File: config.mk
export PLATFORM = sky130hd
export DESIGN_NAME = arbiter_1_to_n_response_control_flat
export DESIGN_NICKNAME = d
export VERILOG_FILES = /design/src/rtl/arbiter_1_to_n_response_control_if.sv /design/src/rtl/arbiter_1_to_n_response_control.sv /design/src/flat_wrapper.sv
export SDC_FILE = /design/constraint.sdc
export NUM_CORES = 1
export LEC_CHECK = 0
export CAP_MARGIN = 20
export CORE_UTILIZATION = 45
export CTS_CLUSTER_SIZE = 25
export DETAILED_ROUTE_END_ITERATION = 6
export PLACE_DENSITY = 0.71
export SYNTH_ARGS = -nofsm -noshare
export SYNTH_HDL_FRONTEND = slang
export SYNTH_SLANG_ARGS = --single-unit
File: constraint.sdc
create_clock -name ap_clk -period 4.9 [get_ports ap_clk]
set_clock_uncertainty 0.2 [all_clocks]
set_input_delay 1.225 -clock ap_clk [delete_from_list [all_inputs] [get_ports ap_clk]]
set_output_delay 1.225 -clock ap_clk [all_outputs]
set_load 0.02 [all_outputs]
File: src/rtl/arbiter_1_to_n_response_control_if.sv
// Bundle of the response-side control network signals between one producer
// and NUM_CONTROL_RECEIVER consumers.
//
// Handshake: the producer may present response_in_valid with a payload only
// while the previous cycle showed response_ready_out=1 and
// fifo_setup_signal=0. There is no per-transfer acknowledge; a packet is
// taken every cycle valid is high, and ready is advisory backpressure with
// a 4-entry margin per FIFO. Each consumer pops by raising rd_en[i]. A popped
// entry appears as a single-cycle response_out_valid[i] pulse with its
// payload. A rd_en on an empty FIFO produces no pulse.
//
//   response_in_valid/payload   producer -> block   incoming ControlPacket
//   rd_en[N]                    consumer -> block   per-port pop request
//   fifo_empty/prog_full[N]     block -> consumer   registered FIFO state
//   response_out_valid/payload  block -> consumer   per-port delivered packet
//   response_ready_out          block -> producer   room for more packets
//   drop_count                  block -> monitor    misrouted packet count
//   fifo_setup_signal           block -> producer   FIFOs still in reset
interface arbiter_1_to_n_response_control_if #(
  parameter int NUM_CONTROL_RECEIVER = 2,
  parameter int PAYLOAD_WIDTH        = 32
);
  logic                                                response_in_valid;
  logic [PAYLOAD_WIDTH-1:0]                            response_in_payload;
  logic [NUM_CONTROL_RECEIVER-1:0]                     rd_en;
  logic [NUM_CONTROL_RECEIVER-1:0]                     fifo_empty;
  logic [NUM_CONTROL_RECEIVER-1:0]                     fifo_prog_full;
  logic [NUM_CONTROL_RECEIVER-1:0]                     response_out_valid;
  logic [NUM_CONTROL_RECEIVER-1:0][PAYLOAD_WIDTH-1:0]  response_out_payload;
  logic                                                response_ready_out;
  logic [15:0]                                         drop_count;
  logic                                                fifo_setup_signal;

  modport master (
    output response_in_valid, response_in_payload, rd_en,
    input  fifo_empty, fifo_prog_full, response_out_valid, response_out_payload,
    input  response_ready_out, drop_count, fifo_setup_signal
  );

  modport slave (
    input  response_in_valid, response_in_payload, rd_en,
    output fifo_empty, fifo_prog_full, response_out_valid, response_out_payload,
    output response_ready_out, drop_count, fifo_setup_signal
  );
endinterface

File: src/rtl/arbiter_1_to_n_response_control.sv
// 1-to-N response distributor. A single ControlPacket stream is steered by
// the destination index found at payload[DEST_LSB +: DEST_WIDTH] into one of
// NUM_CONTROL_RECEIVER per-destination FIFOs, and each consumer pops its own
// FIFO independently. Out-of-range destinations are dropped and counted.
//
// Ports:
//   ap_clk   clock
//   areset   synchronous active-high reset; registered once before use
//   resp_if  slave side of arbiter_1_to_n_response_control_if
//
// Pipeline: input register -> routed write register -> FIFO push.
// Pop path: rd_en register -> FIFO read register -> response_out register.
module arbiter_1_to_n_response_control #(
  parameter int NUM_CONTROL_RECEIVER = 2,
  parameter int PAYLOAD_WIDTH        = 32,
  parameter int DEST_WIDTH           = (NUM_CONTROL_RECEIVER > 1) ? $clog2(NUM_CONTROL_RECEIVER) : 1,
  parameter int DEST_LSB             = 0,
  parameter int FIFO_WRITE_DEPTH     = 16,
  parameter int PROG_THRESH          = 12,
  parameter int RST_BUSY_CYCLES      = 4
) (
  input logic ap_clk,
  input logic areset,
  arbiter_1_to_n_response_control_if.slave resp_if
);
  localparam int N  = NUM_CONTROL_RECEIVER;
  localparam int PW = PAYLOAD_WIDTH;
  localparam int AW = (FIFO_WRITE_DEPTH > 1) ? $clog2(FIFO_WRITE_DEPTH) : 1;
  localparam int CW = AW + 1;
  localparam int BW = $clog2(RST_BUSY_CYCLES + 1);

  function automatic logic [AW-1:0] ptr_inc(input logic [AW-1:0] p);
    return (p == AW'(FIFO_WRITE_DEPTH - 1)) ? '0 : p + 1'b1;
  endfunction

  // Reset fan-out: three registered copies keep the reset net local to each
  // region; every region therefore sees reset one cycle after areset.
  logic ctrl_rst_q, fifo_rst_q, router_rst_q;
  always_ff @(posedge ap_clk) begin
    ctrl_rst_q   <= areset;
    fifo_rst_q   <= areset;
    router_rst_q <= areset;
  end

  // Stage 1: input capture
  logic          in_valid_q;
  logic [PW-1:0] in_payload_q;
  logic [N-1:0]  rd_en_q;
  always_ff @(posedge ap_clk) begin
    if (router_rst_q) begin
      in_valid_q <= 1'b0;
      rd_en_q    <= '0;
    end else begin
      in_valid_q <= resp_if.response_in_valid;
      rd_en_q    <= resp_if.rd_en;
    end
  end

  // Stage 2: destination decode into a one-hot write enable
  logic [DEST_WIDTH-1:0] dest;
  logic                  dest_ok;
  logic [N-1:0]          wr_sel_d, wr_en_q;
  logic [PW-1:0]         wr_data_q;
  logic [15:0]           drop_count_q;

  assign dest    = in_payload_q[DEST_LSB +: DEST_WIDTH];
  // Widened by one bit so N == 2**DEST_WIDTH compares correctly.
  assign dest_ok = ({1'b0, dest} < (DEST_WIDTH + 1)'(N));

  always_comb begin
    wr_sel_d = '0;
    for (int i = 0; i < N; i++) begin
      wr_sel_d[i] = in_valid_q && dest_ok && (dest == DEST_WIDTH'(i));
    end
  end

  always_ff @(posedge ap_clk) begin
    if (router_rst_q) begin
      wr_en_q      <= '0;
      drop_count_q <= '0;
    end else begin
      wr_en_q <= wr_sel_d;
      if (in_valid_q && !dest_ok && (drop_count_q != 16'hFFFF)) begin
        drop_count_q <= drop_count_q + 16'd1;
      end
    end
  end

  // Per-destination FIFOs
  logic [PW-1:0] mem_q      [N][FIFO_WRITE_DEPTH];
  logic [AW-1:0] wr_ptr_q   [N];
  logic [AW-1:0] rd_ptr_q   [N];
  logic [CW-1:0] count_q    [N];
  logic [BW-1:0] busy_cnt_q [N];
  logic [PW-1:0] rd_data_q  [N];
  logic [N-1:0]  rd_valid_q;
  logic [N-1:0]  empty, full, prog_full, busy, push, pop;

  // A push into a full FIFO is discarded, and nothing moves while a FIFO is
  // still coming out of reset.
  always_comb begin
    empty     = '0;
    full      = '0;
    prog_full = '0;
    busy      = '0;
    push      = '0;
    pop       = '0;
    for (int i = 0; i < N; i++) begin
      empty[i]     = (count_q[i] == '0);
      full[i]      = (count_q[i] == CW'(FIFO_WRITE_DEPTH));
      prog_full[i] = (count_q[i] >= CW'(PROG_THRESH));
      busy[i]      = fifo_rst_q | (busy_cnt_q[i] != '0);
      push[i]      = wr_en_q[i] & ~full[i] & ~busy[i];
      pop[i]       = rd_en_q[i] & ~empty[i] & ~busy[i];
    end
  end

  always_ff @(posedge ap_clk) begin
    for (int i = 0; i < N; i++) begin
      if (fifo_rst_q) begin
        wr_ptr_q[i]   <= '0;
        rd_ptr_q[i]   <= '0;
        count_q[i]    <= '0;
        busy_cnt_q[i] <= BW'(RST_BUSY_CYCLES);
        rd_valid_q[i] <= 1'b0;
      end else begin
        if (busy_cnt_q[i] != '0) busy_cnt_q[i] <= busy_cnt_q[i] - 1'b1;
        if (push[i]) wr_ptr_q[i] <= ptr_inc(wr_ptr_q[i]);
        if (pop[i])  rd_ptr_q[i] <= ptr_inc(rd_ptr_q[i]);
        unique case ({push[i], pop[i]})
          2'b10:   count_q[i] <= count_q[i] + 1'b1;
          2'b01:   count_q[i] <= count_q[i] - 1'b1;
          default: count_q[i] <= count_q[i];
        endcase
        rd_valid_q[i] <= pop[i];
      end
    end
  end

  // Payload storage and datapath registers carry no reset.
  logic [N-1:0][PW-1:0] out_payload_q;
  always_ff @(posedge ap_clk) begin
    in_payload_q <= resp_if.response_in_payload;
    wr_data_q    <= in_payload_q;
    for (int i = 0; i < N; i++) begin
      if (push[i]) mem_q[i][wr_ptr_q[i]] <= wr_data_q;
      if (pop[i])  rd_data_q[i] <= mem_q[i][rd_ptr_q[i]];
      out_payload_q[i] <= rd_data_q[i];
    end
  end

  // Output and status registers
  logic [N-1:0] out_valid_q, out_empty_q, out_prog_full_q;
  logic         setup_q, ready_q;
  always_ff @(posedge ap_clk) begin
    if (ctrl_rst_q) begin
      out_valid_q     <= '0;
      out_empty_q     <= '1;
      out_prog_full_q <= '0;
      setup_q         <= 1'b1;
      ready_q         <= 1'b0;
    end else begin
      out_valid_q     <= rd_valid_q;
      out_empty_q     <= empty;
      out_prog_full_q <= prog_full;
      setup_q         <= |busy;
      // Ready uses the registered setup flag, so it rises one cycle after
      // fifo_setup_signal falls.
      ready_q         <= ~(|prog_full) & ~setup_q;
    end
  end

  assign resp_if.response_out_valid   = out_valid_q;
  assign resp_if.response_out_payload = out_payload_q;
  assign resp_if.fifo_empty           = out_empty_q;
  assign resp_if.fifo_prog_full       = out_prog_full_q;
  assign resp_if.response_ready_out   = ready_q;
  assign resp_if.drop_count           = drop_count_q;
  assign resp_if.fifo_setup_signal    = setup_q;
endmodule

File: src/flat_wrapper.sv
// flat-port wrapper written by rule: the top's interface ports become plain ports
module arbiter_1_to_n_response_control_flat 
#(
  parameter int NUM_CONTROL_RECEIVER = 2,
  parameter int PAYLOAD_WIDTH        = 32,
  parameter int DEST_WIDTH           = (NUM_CONTROL_RECEIVER > 1) ? $clog2(NUM_CONTROL_RECEIVER) : 1,
  parameter int DEST_LSB             = 0,
  parameter int FIFO_WRITE_DEPTH     = 16,
  parameter int PROG_THRESH          = 12,
  parameter int RST_BUSY_CYCLES      = 4
)
  (ap_clk, areset, resp_if_response_in_valid, resp_if_response_in_payload, resp_if_rd_en, resp_if_fifo_empty, resp_if_fifo_prog_full, resp_if_response_out_valid, resp_if_response_out_payload, resp_if_response_ready_out, resp_if_drop_count, resp_if_fifo_setup_signal);
  arbiter_1_to_n_response_control_if #(.NUM_CONTROL_RECEIVER(NUM_CONTROL_RECEIVER), .PAYLOAD_WIDTH(PAYLOAD_WIDTH)) resp_if_i ();
  input logic ap_clk;
  input logic areset;
  input wire logic [$bits(resp_if_i.response_in_valid)-1:0] resp_if_response_in_valid;
  input wire logic [$bits(resp_if_i.response_in_payload)-1:0] resp_if_response_in_payload;
  input wire logic [$bits(resp_if_i.rd_en)-1:0] resp_if_rd_en;
  output wire logic [$bits(resp_if_i.fifo_empty)-1:0] resp_if_fifo_empty;
  output wire logic [$bits(resp_if_i.fifo_prog_full)-1:0] resp_if_fifo_prog_full;
  output wire logic [$bits(resp_if_i.response_out_valid)-1:0] resp_if_response_out_valid;
  output wire logic [$bits(resp_if_i.response_out_payload)-1:0] resp_if_response_out_payload;
  output wire logic [$bits(resp_if_i.response_ready_out)-1:0] resp_if_response_ready_out;
  output wire logic [$bits(resp_if_i.drop_count)-1:0] resp_if_drop_count;
  output wire logic [$bits(resp_if_i.fifo_setup_signal)-1:0] resp_if_fifo_setup_signal;
  assign resp_if_i.response_in_valid = resp_if_response_in_valid;
  assign resp_if_i.response_in_payload = resp_if_response_in_payload;
  assign resp_if_i.rd_en = resp_if_rd_en;
  assign resp_if_fifo_empty = resp_if_i.fifo_empty;
  assign resp_if_fifo_prog_full = resp_if_i.fifo_prog_full;
  assign resp_if_response_out_valid = resp_if_i.response_out_valid;
  assign resp_if_response_out_payload = resp_if_i.response_out_payload;
  assign resp_if_response_ready_out = resp_if_i.response_ready_out;
  assign resp_if_drop_count = resp_if_i.drop_count;
  assign resp_if_fifo_setup_signal = resp_if_i.fifo_setup_signal;
  arbiter_1_to_n_response_control #(.NUM_CONTROL_RECEIVER(NUM_CONTROL_RECEIVER), .PAYLOAD_WIDTH(PAYLOAD_WIDTH), .DEST_WIDTH(DEST_WIDTH), .DEST_LSB(DEST_LSB), .FIFO_WRITE_DEPTH(FIFO_WRITE_DEPTH), .PROG_THRESH(PROG_THRESH), .RST_BUSY_CYCLES(RST_BUSY_CYCLES)) u_core (.ap_clk(ap_clk), .areset(areset), .resp_if(resp_if_i));
endmodule
==> results.md, run 1 <==
* Total Routing Usage GR at 18.1%
* DR iter-0 viols at 2252
* First-pass GRT wire length at 141000 um
* Vias in the first global route at 22691
* Syn_area_per_cell at 20.6 sq um
* Crit-path cells: inv_1 > ha_1 > nor2b_1 > and2b_1 > nand3_1 > inv_1 > and4b_2
* Yosys synthesis warning count at 0
* Grt ovf at 0
* Worst vdd ir at 0.000326 V
* Worst Tran Pin Value at 1.14 ns
* Max clock buf depth at 3
* Fmax at 269 MHz
* Post-Route Utilization at 52.1%
* Share of cells above drive strength 1 at 17.1%
* Final worst slack at 1.18 ns
* Core area at 102000 sq um
* Die footprint at 104000 sq um
* Setup Buffers After CTS at 0
* PwrDens at 412 nW/um^2
* Residual DRC at 0
* Hold WC Path Type: flop to flop
* Worst path required time at 5.01 ns
* Io pins at 125
* Hold buffers post-CTS at 0
* RSZ-0062 raised after global routing: false
* Crit. End Element: flop
* Syn Inst Count at 2251
* CTS Sinks at 1264
* Pleak at 17.2 nW
* CP Class: flop to flop
* Worst setup startpoint: u_core.busy_cnt_q[1][0]$_SDFFCE_PN0P_
* Post-route minimum period at 3.72 ns
* Root Buffer: clkbuf_16
* Status: finished, final reports clean
* Critical path's top delay family: simple AND/OR/NAND/NOR gates
* NumNets Final at 2476
* Starting Density at 45.5%
* CTS H-tree depth at 3
* CP max stage delay at 1.06 ns
* Pre-CTS setup slack at 1.23 ns
* Yosys top cell area share at 72.6%
* First-pass DRT Iterations at 6
* R2R Setup Slk at 1.18 ns
* Worst Path Arrival at 3.84 ns
* Worst-path clk slew at 0.06 ns
* Largest net degree at the start of global routing at 83
* Cell variety after synth at 52
* Crit path launch type: flop
* Row cnt at 117
* Dpl cell area at 48800 sq um
* Fin. Hold Viols at 0
* Clk_lat worst skew at 0.71 ns
* Detail Route Antenna Nets at 0
* Period utilisation layout at 76.0%
* Die outline width at 323 um
* CTS tree: done
* EDFF count, synth at 1120
* Final HPWL DP at 49500 um
* Max layer used: met5
* Design area at 53100 sq um
* Share of the yosys chip area belonging to registers at 78.8%
* WL met3 at 6220 um
* Port buffer count at 108
* Area grow syn2layout at 14.6%
* Most frequent CP cell: inv_1
* Slowest stage cell, crit path: and4b_2
* Post-synth top area cell: edfxtp_1
* Routed wire length at 94800 um
* Total buffers and inverters traversed by the critical path at 2
* Async SR Flop Fraction at 0%
* Largest cells by area after synthesis: edfxtp_1, mux4_2, dfxtp_1
* Relative slew slack at 23.8%
* Setup TNS at 0 ns
* Crit path max fanout at 32
* Final Slew Violations at 0
* Metal-1 WL at 40300 um
* Avg Vias per Cell at 5.65
* Netlist Area Pre-Place at 46300 sq um
* Drt wl/cell at 24.4 um
* Final setup viols at 0
* Gpl congestion at 0.783
* Start of the worst register-to-register path: u_core.busy_cnt_q[1][0]$_SDFFCE_PN0P_
* Hold Crit Endpoint: u_core.wr_data_q[14]$_DFF_P_
* Total CTS buffers at 116
* Synthesized flop and latch total at 1264
* Initial antenna violation count at 1
* Hold path start: u_core.in_payload_q[14]$_DFF_P_
* Most common cell after layout, fill and taps aside: edfxtp_1
* Worst Hold Path Cells at 0
* Vias post-DR at 21963
* R2R depth at 7
* Most frequent cells in the layout: edfxtp_1, mux2i_1, mux4_2
* Die Ht at 323 um
* Top_reg_cell synth: edfxtp_1
* Routed wl met2 at 46400 um
* Resize count post-CTS at 0
* # Max-Cap Violations at 0
* Reg2reg end: u_core.mem_q[0][679]$_DFFE_PP_
==> report_power, final <==
part | internal (mW) | switching [mW] | total (mW)
Combinational | 0.418 | 0.552 | 0.971
Sequential | 11.8 | 0.127 | 12.0
Clock | 5.06 | 3.87 | 8.94
==> cell type report <==
class,instances,area [sq um]
timing repair buffer,165,1920
clock buffer,156,3200
clock inverter,65,601
antenna,1,2.50
tap,1368,1710
sequential,1264,36500
multi-input combinational,847,9090
inverter,23,86.3
fill,7787,48800
==> sequential cells by signal (all words and copies together) (netlist names), 6 cells and up <==
signal and flops:
u_core.mem_q 1024, u_core.rd_data_q 64, u_core.wr_ptr_q 8, u_core.in_payload_q 32, resp_if_response_out_payload 64, u_core.rd_ptr_q 8, u_core.wr_data_q 32, u_core.count_q 10
u_core.busy_cnt_q 6
==> worst max-delay path by stage <==
stage                                         endpoint  slack, ns  cells past startpoint
floorplan               u_core.mem_q[0][896]$_DFFE_PP_      -0.48                      7
global placement        u_core.mem_q[0][684]$_DFFE_PP_       1.36                      7
detailed placement      u_core.mem_q[0][684]$_DFFE_PP_       1.23                      7
CTS                     u_core.mem_q[0][687]$_DFFE_PP_       1.18                      7
global route        u_core.count_q[1][4]$_SDFFCE_PN0P_       0.90                     12
finish                  u_core.mem_q[0][679]$_DFFE_PP_       1.18                      7
==> layer usage <==
layer	global-route usage, %	up-vias
met2	29.9	874
met3	2.92	137
li1	-	9559
met4	5.23	2
met5	0	-
met1	25.0	11391
==> worst register-to-register path, stage by stage (launching register included) <==
cell	delay, ns
edfxtp_1	0.39
inv_1	0.10
ha_1	0.16
nor2b_1	0.21
and2b_1	0.23
nand3_1	0.45
inv_1	0.48
and4b_2	1.07
==> logic make-up (layout without fill, tap and decap cells) <==
kind of cell / after synthesis / after routing / share of synthesized area (%)
AO/OA/AOI/OAI: 254 / 254 / 3.94
multiplexers: 385 / 385 / 12.6
adder cells (fa/ha/maj): 22 / 22 / 0.594
other: 1 / 17 / 0.00809
flip-flops: 1264 / 1264 / 78.8
AND/OR/NAND/NOR: 161 / 161 / 1.95
buffers and inverters: 155 / 409 / 1.93
XOR/XNOR: 9 / 9 / 0.170
==> cells in the mapped netlist, types with 2 or more instances <==
master / count
and4_1: 3
and4b_1: 7
buf_6: 21
nand3b_1: 3
o21ai_0: 45
o21bai_1: 2
or2_2: 2
nor4b_1: 5
and2_1: 4
nand2_1: 40
nor4_1: 2
xnor2_1: 6
dfxtp_1: 144
mux2i_1: 225
a21oi_1: 13
nor3_1: 10
inv_1: 23
ha_1: 22
buf_1: 2
buf_4: 32
a32oi_1: 32
nor3b_1: 5
nor2b_1: 11
nand2b_1: 9
o21ai_1: 24
edfxtp_1: 1120
and2b_1: 2
clkbuf_2: 2
or3_1: 3
xor2_1: 3
mux4_2: 160
buf_2: 25
nand3_1: 10
and3_1: 21
a22oi_1: 65
nor2_1: 18
a221oi_1: 65
clkbuf_1: 50
nand4_1: 2
==> metrics by stage <==
| step | instances | power [mW] | hold slack, ns |
|---|---|---|---|
| after floorplan | 2266 | 12.8 | 0.110 |
| after CTS | 3863 | 22.0 | 0.111 |
| after global placement | 3642 | 13.1 | 0.113 |
| final | 3889 | 21.9 | 0.106 |
| after global routing | 3888 | 22.5 | 0.108 |
| after detailed placement | 3642 | 13.1 | 0.112 |
No activity file was read; power rests on OpenSTA's default activity.
==> run 2, diff against run 1 <==
Clock period 4.9 ns to 3.1 ns, I/O delays scaled along.
==> results.md, run 2 (same netlist as run 1, synthesis figures left out) <==
* Combinational power share at 4.9% (+0.5 points)
* Final worst slack at 0.182 ns (-0.995 ns)
* Worst path required time at 3.42 ns (-1.59 ns)
* Final Slew Violations at 0 (unchanged)
* PwrDens at 652 nW/um^2 (+59%)
* Crit path launch type: flop
* CTS H-tree depth at 3 (unchanged)
* Pleak at 17.6 nW (+2.8%)
* Final HPWL DP at 57000 um (+15%)
* Period utilisation layout at 94.1% (+18 points)
* Relative slew slack at 28.0% (+4.2 points)
* Die Ht at 323 um (unchanged)
* Crit. End Element: flop
* Core area at 102000 sq um (unchanged)
* Hold path start: u_core.in_payload_q[14]$_DFF_P_
* Vias in the first global route at 23249 (+2.5%)
* CP Class: flop to flop
* Gpl congestion at 0.803 (+2.5%)
* CTS tree: done
* Hold WC Path Type: flop to flop
* Worst-path clk slew at 0.06 ns (about the same)
* Post-Route Utilization at 53.1% (+0.94 points)
* Hold WS at 0.125 ns (+0.0194 ns)
* Fin cells at 3948 (+1.5%)
* Grt ovf at 0 (unchanged)
* Most frequent cells in the layout: edfxtp_1, mux2i_1, mux4_2
* R2R Setup Slk at 0.18 ns (-0.99 ns)
* Largest net degree at the start of global routing at 70 (-16%)
* RSZ-0062 raised after global routing: false
* Die footprint at 104000 sq um (unchanged)
* Filler cell count at 7748 (-0.50%)
* Fmax at 343 MHz (+28%)
* Switching Fraction at 20.7% (-0.15 points)
* Total CTS buffers at 118 (+1.7%)
* CTS Sinks at 1264 (unchanged)
* Detail Route Antenna Nets at 0 (unchanged)
* Worst Tran Pin Value at 1.08 ns (-0.0628 ns)
* Pint at 28.0 mW (+62%)
* Area of the multi-input gates at 9220 sq um (+1.4%)
* Most common cell after layout, fill and taps aside: edfxtp_1
* Residual DRC at 0 (unchanged)
* Placed Instances at 3724 (+2.3%)
* Total Routing Usage GR at 19.4% (+1.2 points)
* Max clock buf depth at 3 (unchanged)
* Port buffer count at 108 (unchanged)
* Setup Buffers After CTS at 0 (unchanged)
* Starting Density at 45.5% (unchanged)
* Final setup viols at 0 (unchanged)
* Worst vdd ir at 0.000434 V (+33%)
* Pre-CTS setup slack at 0.194 ns (-1.03 ns)
* Avg Vias per Cell at 5.72 (+1.4%)
* Post-route minimum period at 2.92 ns (-0.805 ns)
* Hold Crit Endpoint: u_core.wr_data_q[14]$_DFF_P_
* Crit path max fanout at 7 (-78%)
* R2R depth at 13 (+6)
* DR iter-0 viols at 2578 (+14%)
* First-pass GRT wire length at 149000 um (+6.1%)
* Vias post-DR at 22600 (+2.9%)
* # Max-Cap Violations at 0 (unchanged)
* Start of the worst register-to-register path: u_core.busy_cnt_q[1][0]$_SDFFCE_PN0P_
* Routed wire length at 101000 um (+6.0%)
* Share of cells above drive strength 1 at 20.1% (+3.1 points)
* Die outline width at 323 um (unchanged)
* NumNets Final at 2538 (+2.5%)
* Worst Path Arrival at 3.24 ns (-0.60 ns)
* Dpl cell area at 50000 sq um (+2.4%)
* Flop pwr share at 53.3% (-1.4 points)
* Design area at 54100 sq um (+1.8%)
* Initial antenna violation count at 1 (unchanged)
* Status: finished, final reports clean
* Setup TNS at 0 ns (unchanged)
* Switching power at 7.29 mW (+60%)
* Worst Hold Path Cells at 0 (unchanged)
* Max reg flops at 1024 (unchanged)
* Drt wl/cell at 25.5 um (+4.4%)
* Clock power share at 41.8% (+0.9 points)
* Root Buffer: clkbuf_16
* Io pins at 125 (unchanged)
* Final Power at 35.3 mW (+61%)
* Fin. Hold Viols at 0 (unchanged)
* First-pass DRT Iterations at 6 (unchanged)
* Reg2reg end: u_core.count_q[1][4]$_SDFFCE_PN0P_
* FF/Latch Area at 36500 sq um (unchanged)
* Row cnt at 117 (unchanged)
* Area grow syn2layout at 16.7%
* Clk_lat worst skew at 0.70 ns (about the same)
-- run 2: what timing repair did --
item / in CTS / in global routing
gates resized for setup: 0 / 1
endpoints found under the setup margin: 0 / 1
hold buffers: 0 / 0
-- run 2: cell type report --
type	instances	share of cell area, %
Tap cell	1368	3.17
Sequential cell	1264	67.5
Timing Repair Buffer	225	4.66
Multi-Input combinational cell	847	17.0
Inverter	23	0.174
Antenna cell	1	0.00463
Clock inverter	67	1.39
Clock buffer	153	6.04
-- run 2: how the worst max path moves through the flow --
stage                                                      from                                  to  slack [ns]  cells past startpoint
after floorplan              u_core.count_q[1][1]$_SDFFCE_PN0P_  u_core.count_q[1][4]$_SDFFCE_PN0P_       -0.05                     11
after global placement    u_core.busy_cnt_q[0][0]$_SDFFCE_PN0P_      u_core.count_q[0][3]$_DFFE_PP_        0.24                     11
after detailed placement  u_core.busy_cnt_q[0][0]$_SDFFCE_PN0P_      u_core.count_q[0][3]$_DFFE_PP_        0.19                     11
after CTS                 u_core.busy_cnt_q[0][0]$_SDFFCE_PN0P_      u_core.count_q[0][3]$_DFFE_PP_        0.18                     11
after global routing      u_core.busy_cnt_q[1][0]$_SDFFCE_PN0P_  u_core.count_q[1][4]$_SDFFCE_PN0P_        0.01                     13
final                     u_core.busy_cnt_q[1][0]$_SDFFCE_PN0P_  u_core.count_q[1][4]$_SDFFCE_PN0P_        0.18                     13
-- run 2: power groups by stage --
stage	sequential [mW]	clock, mW	combinational, mW
finish	18.8	14.7	1.74
global route	18.8	15.6	1.86
CTS	18.8	15.0	1.72
detailed placement	19.2	0	1.71
global placement	19.2	0	1.66
floorplan	19.2	0	1.01
-- run 2: metal layers --
metal  up-vias  GRT usage (%)  share of wire [%]
met5         -              0                  0
met4         0           5.71                2.5
met3       152           3.22                8.5
met2      1156           31.7                 49
met1     11611           26.7                 40
li1       9681              -                  -
-- run 2: worst max-delay path, stage by stage (launching register included) --
cell	delay, ns
edfxtp_1	0.40
inv_1	0.10
ha_2	0.17
nor2b_2	0.16
and2b_2	0.22
nand3_4	0.12
clkinvlp_4	0.12
ha_4	0.16
nand2b_4	0.08
xnor2_1	0.14
ha_2	0.21
or3_1	0.36
nand3b_1	0.11
nor3b_1	0.20
